$ cat config.mk
export PLATFORM = sky130hd
export DESIGN_NAME = dec_perf_flat
export DESIGN_NICKNAME = d
export VERILOG_FILES = /design/src/rtl/dec_perf_if.sv /design/src/rtl/dec_perf.sv /design/src/flat_wrapper.sv
export SDC_FILE = /design/constraint.sdc
export NUM_CORES = 1
export LEC_CHECK = 0
export BUFFER_PORTS_ARGS = -buffer_cell sky130_fd_sc_hd__clkbuf_2
export CAP_MARGIN = 30
export CELL_PAD_IN_SITES_DETAIL_PLACEMENT = 2
export CELL_PAD_IN_SITES_GLOBAL_PLACEMENT = 2
export CORE_AREA = 2 2 55 57
export CTS_CLUSTER_SIZE = 30
export DETAILED_ROUTE_END_ITERATION = 6
export DIE_AREA = 0 0 57 59
export PLACE_DENSITY_LB_ADDON = 0.05
export SLEW_MARGIN = 10
export SYNTH_ARGS = -nofsm -noshare
export SYNTH_HDL_FRONTEND = slang
export SYNTH_SLANG_ARGS = --single-unit
$ cat constraint.sdc
create_clock -name clk -period 1.75 [get_ports clk]
set_clock_uncertainty 0.05 [all_clocks]
set_input_delay 0.175 -clock clk [delete_from_list [all_inputs] [get_ports clk]]
set_output_delay 0.175 -clock clk [all_outputs]
set_load 0.05 [all_outputs]
$ cat src/rtl/dec_perf_if.sv
// Receiver-side bundle for the dec_perf serial frame decoder.
// Ports: en, serial_in, data_ready in; data_out, data_valid, frame_err, busy out.
interface dec_perf_if #(
    parameter int DATA_BITS = 4
);
    logic                 en;
    logic                 serial_in;
    logic                 data_ready;
    logic [DATA_BITS-1:0] data_out;
    logic                 data_valid;
    logic                 frame_err;
    logic                 busy;

    modport master (
        output en,
        output serial_in,
        output data_ready,
        input  data_out,
        input  data_valid,
        input  frame_err,
        input  busy
    );

    modport slave (
        input  en,
        input  serial_in,
        input  data_ready,
        output data_out,
        output data_valid,
        output frame_err,
        output busy
    );
endinterface

$ cat src/rtl/dec_perf.sv
// Serial frame decoder: start 1, DATA_BITS LSB-first, stop 0, word held until taken.
// Ports: clk, rst_n (async low), bus (slave): en/serial_in/data_ready in, word/flags out.
module dec_perf #(
    parameter int DATA_BITS    = 4,
    parameter int CLKS_PER_BIT = 4
) (
    input  logic     clk,
    input  logic     rst_n,
    dec_perf_if.slave bus
);
    localparam int CW = $clog2(CLKS_PER_BIT);
    localparam int IW = $clog2(DATA_BITS + 1);

    localparam logic [CW-1:0] HALF_M1  = CW'(CLKS_PER_BIT / 2 - 1);
    localparam logic [CW-1:0] FULL_M1  = CW'(CLKS_PER_BIT - 1);
    localparam logic [IW-1:0] LAST_IDX = IW'(DATA_BITS - 1);

    typedef enum logic [2:0] {
        S_IDLE,
        S_START,
        S_DATA,
        S_STOP,
        S_HOLD
    } state_t;

    state_t               state_q, state_d;
    logic [CW-1:0]        cnt_q, cnt_d;
    logic [IW-1:0]        idx_q, idx_d;
    logic [DATA_BITS-1:0] shift_q, shift_d;
    logic [DATA_BITS-1:0] dout_q, dout_d;
    logic                 valid_q, valid_d;
    logic                 ferr_q, ferr_d;

    always_ff @(posedge clk or negedge rst_n) begin
        if (!rst_n) begin
            state_q <= S_IDLE;
            cnt_q   <= '0;
            idx_q   <= '0;
            shift_q <= '0;
            dout_q  <= '0;
            valid_q <= 1'b0;
            ferr_q  <= 1'b0;
        end else begin
            state_q <= state_d;
            cnt_q   <= cnt_d;
            idx_q   <= idx_d;
            shift_q <= shift_d;
            dout_q  <= dout_d;
            valid_q <= valid_d;
            ferr_q  <= ferr_d;
        end
    end

    always_comb begin
        state_d = state_q;
        cnt_d   = cnt_q;
        idx_d   = idx_q;
        shift_d = shift_q;
        dout_d  = dout_q;
        valid_d = valid_q;
        ferr_d  = 1'b0;

        unique case (state_q)
            S_IDLE: begin
                if (bus.en && bus.serial_in) begin
                    state_d = S_START;
                    cnt_d   = '0;
                end
            end

            // Sample mid start bit so later samples land mid-bit.
            S_START: begin
                if (!bus.en) begin
                    state_d = S_IDLE;
                    cnt_d   = '0;
                end else if (cnt_q == HALF_M1) begin
                    cnt_d = '0;
                    idx_d = '0;
                    if (bus.serial_in) begin
                        state_d = S_DATA;
                    end else begin
                        state_d = S_IDLE;
                    end
                end else begin
                    cnt_d = cnt_q + CW'(1);
                end
            end

            S_DATA: begin
                if (!bus.en) begin
                    state_d = S_IDLE;
                    cnt_d   = '0;
                    idx_d   = '0;
                end else if (cnt_q == FULL_M1) begin
                    cnt_d = '0;
                    idx_d = idx_q + IW'(1);
                    for (int i = 0; i < DATA_BITS; i++) begin
                        if (idx_q == IW'(i)) begin
                            shift_d[i] = bus.serial_in;
                        end
                    end
                    if (idx_q == LAST_IDX) begin
                        state_d = S_STOP;
                    end
                end else begin
                    cnt_d = cnt_q + CW'(1);
                end
            end

            S_STOP: begin
                if (!bus.en) begin
                    state_d = S_IDLE;
                    cnt_d   = '0;
                    idx_d   = '0;
                end else if (cnt_q == FULL_M1) begin
                    cnt_d = '0;
                    idx_d = '0;
                    if (!bus.serial_in) begin
                        dout_d  = shift_q;
                        valid_d = 1'b1;
                        state_d = S_HOLD;
                    end else begin
                        ferr_d  = 1'b1;
                        state_d = S_IDLE;
                    end
                end else begin
                    cnt_d = cnt_q + CW'(1);
                end
            end

            // Word stays put regardless of en/serial_in until taken.
            S_HOLD: begin
                if (bus.data_ready) begin
                    valid_d = 1'b0;
                    state_d = S_IDLE;
                end
            end

            default: begin
                state_d = S_IDLE;
                cnt_d   = '0;
                idx_d   = '0;
            end
        endcase
    end

    assign bus.data_out   = dout_q;
    assign bus.data_valid = valid_q;
    assign bus.frame_err  = ferr_q;
    assign bus.busy       = (state_q == S_START) ||
                            (state_q == S_DATA)  ||
                            (state_q == S_STOP);
endmodule

$ cat src/flat_wrapper.sv
// flat-port wrapper written by rule: the top's interface ports become plain ports
module dec_perf_flat 
#(
    parameter int DATA_BITS    = 4,
    parameter int CLKS_PER_BIT = 4
)
  (clk, rst_n, bus_en, bus_serial_in, bus_data_ready, bus_data_out, bus_data_valid, bus_frame_err, bus_busy);
  dec_perf_if #(.DATA_BITS(DATA_BITS)) bus_i ();
  input  logic clk;
  input  logic rst_n;
  input wire logic [$bits(bus_i.en)-1:0] bus_en;
  input wire logic [$bits(bus_i.serial_in)-1:0] bus_serial_in;
  input wire logic [$bits(bus_i.data_ready)-1:0] bus_data_ready;
  output wire logic [$bits(bus_i.data_out)-1:0] bus_data_out;
  output wire logic [$bits(bus_i.data_valid)-1:0] bus_data_valid;
  output wire logic [$bits(bus_i.frame_err)-1:0] bus_frame_err;
  output wire logic [$bits(bus_i.busy)-1:0] bus_busy;
  assign bus_i.en = bus_en;
  assign bus_i.serial_in = bus_serial_in;
  assign bus_i.data_ready = bus_data_ready;
  assign bus_data_out = bus_i.data_out;
  assign bus_data_valid = bus_i.data_valid;
  assign bus_frame_err = bus_i.frame_err;
  assign bus_busy = bus_i.busy;
  dec_perf #(.DATA_BITS(DATA_BITS), .CLKS_PER_BIT(CLKS_PER_BIT)) u_core (.clk(clk), .rst_n(rst_n), .bus(bus_i));
endmodule
==> run metrics <==
Post-synth EDFFs 0; Syn Nets 97; DRC viols 0; # diodes 0; # H-tree levels 1; Psw 0.000490 W; Max FO, Critical Path 8; cell total after placement 131; status finished clean; fin util 0.441; Final Hold Fails 0; number of nets in the layout 120; yosys warns 0; Initial DRT Pass Iterations 4; WL per Instance 18.0 um; post-synthesis cell type count 33; vias in the first global route 838; clk_lat worst skew 0.31 ns; Root Buffer clkbuf_4; largest net degree at the start of global routing 19; PwrDens 1060 mW/mm^2; CTS Buf Count 3; synthesized instance count 84; Crit path required time 1.52 ns; final HPWL from detailed placement 1.84 mm; area share of the largest cell type after synthesis 0.459; die area 0.00336 mm^2; most common cell in the netlist dfrtp_1; Placer Congestion 0.722; area occupied by multi-input gates 522 um^2; commonest register cell after synthesis dfrtp_1; Rel. slew slack 0.676; sequential share of the synthesized area 0.459; power after layout 0.00127 W; crit end category primary output; Pleak 0.581 nW; Final period util 0.976; most common library cells after synthesis 18 x dfrtp_1, 8 x ha_1, 8 x mux2_2; synthesized cell area 982 um^2; Top Ports 12; Hold Path Class in2reg; height of the die 59 um; #FFs+latches synth 18; sequential cell area 450 um^2; CP Data Arrival Time 1.48 ns; synth top area cells dfrtp_1 46%, ha_1 10%, mux2_2 9.2%; Area Growth Syn to Fin 21.7%; IO Port Bufs 11; Sequential Power Share 0.440; max-slew violation count 0; ys async rst share 1.00; CP Class reg2out; Fillers 296; GRT overflow 0; Hold WS 0.0243 ns; TritonCTS Sinks 18; via/cell ratio 5.25; first-pass GRT wire length 4.25 mm; fin area 0.00119 mm^2; antenna viol nets, final 0; Clk pwr share 0.216; clock slew at reported path FFs 0.12 ns; Worst VDD drop 0.507 mV; final std cells w/o fill 137; antenna violations before repair 0; share of cells above drive strength 1 0.396; DRT iter0 DRCs 16; Synth area leader dfrtp_1; Switching Fraction 0.387; Pint 0.000776 W; Vias 719; max-cap viol count 0; CTS Buffer Depth 2; Min Clock Period, post-route 1.71 ns; core footprint 0.00271 mm^2; Tot GR Track Use 0.170; Final setup viols 0; Placed Area 0.00112 mm^2; CTS tree yes; Mean Syn Cell Area 11.7 um^2; part of the power in combinational logic 0.344; Initial Util 0.362; FP Rows 19; critical path launch point type register; Die Wd 57 um; Slew @ Worst Pin 0.486 ns; Highest Clock Rate 585 MHz; Total Routed Length 2.47 mm
-- registers in the layout, summed over array words and instances, names as in the netlist --
signal                 flops
u_core.bus.data_valid      1
u_core.state_q             3
u_core.shift_q             4
u_core.bus.data_out        4
u_core.cnt_q               2
u_core.bus.frame_err       1
u_core.idx_q               3
-- layout by cell type, fill, tap and decap left out, types with 2 or more instances in the layout --
cell and n:
ha_1 7, o21a_1 3, dfrtp_1 18, nor2_1 4
nor2b_1 2, buf_4 8, inv_1 6, clkbuf_2 11
clkbuf_4 3, o21ai_0 2, nor4b_2 3, mux2_2 8
nand2_1 3, nand3_1 3, a21oi_1 2
-- cell type report --
class,instances,area share
sequential,18,0.377
clock buffer,4,0.0304
inverter,6,0.0188
timing repair buffer,20,0.105
tap,31,0.0325
multi-input combinational,58,0.437
-- logic make-up (layout without fill, tap and decap cells) --
logic type      count (synthesis)  count (layout)  share of synthesized area
simple gates                   25              25                      0.190
flops                          18              18                      0.459
compound gates                 16              16                      0.115
mux                             9               9                      0.102
fa+ha+maj                       8               8                      0.102
buf+inv                         8              30                     0.0331
-- power groups by stage --
stage / clock, W / combinational, W / sequential (W)
3_3_place_gp: 0 / 0.000409 / 0.000551
2_1_floorplan: 0 / 0.000290 / 0.000528
6_report: 0.000273 / 0.000436 / 0.000557
3_5_place_dp: 0 / 0.000420 / 0.000560
5_1_grt: 0.000292 / 0.000487 / 0.000571
4_1_cts: 0.000278 / 0.000433 / 0.000554
-- critical path, stage by stage, from the launching register on --
cell and delay (ns):
dfrtp_1 0.53, nor2_2 0.33, nor2_1 0.07, clkbuf_2 0.24
-- metrics by stage --
stage / TNS, ns / worst slack [ns]
final: 0 / 0.0412
after global routing: -0.0113 / -0.00723
after CTS: 0 / 0.0317
after detailed placement: 0 / 0.0404
after global placement: 0 / 0.110
after floorplan: 0 / 0.143
-- metal layers --
layer | wire length [um] | GRT usage | share of wire
met1 | 1090 | 0.202 | 0.44
met2 | 1320 | 0.310 | 0.53
met3 | 47 | 0.0197 | 0.019
met4 | 17 | 0.0698 | 0.0069
met5 | 0 | 0 | 0
-- what timing repair did --
action | in CTS | in global routing
hold endpoints to repair | 18 | 0
endpoints found under the setup margin | 1 | 9
gates resized for setup | 1 | 4
hold buffers | 1 | 0
buffers inserted | 0 | 1
pin swaps | 0 | 1
cloned | 0 | 0
-- final timing paths --
check	depth (start not counted)	to	start	slack [ns]
worst max-delay path	3	bus_busy	u_core.state_q[0]	0.04
worst min-delay path	2	u_core.state_q[2]	bus_data_ready	0.02
worst max register to register	4	u_core.bus.data_out[2]	u_core.cnt_q[0]	0.07
worst min register to register	1	u_core.bus.data_valid	u_core.bus.data_valid	0.45
max in group asynchronous	2	u_core.bus.data_out[3]	rst_n	1.01
min in group asynchronous	2	u_core.state_q[0]	rst_n	0.29
(Power assumes the default switching activity.)
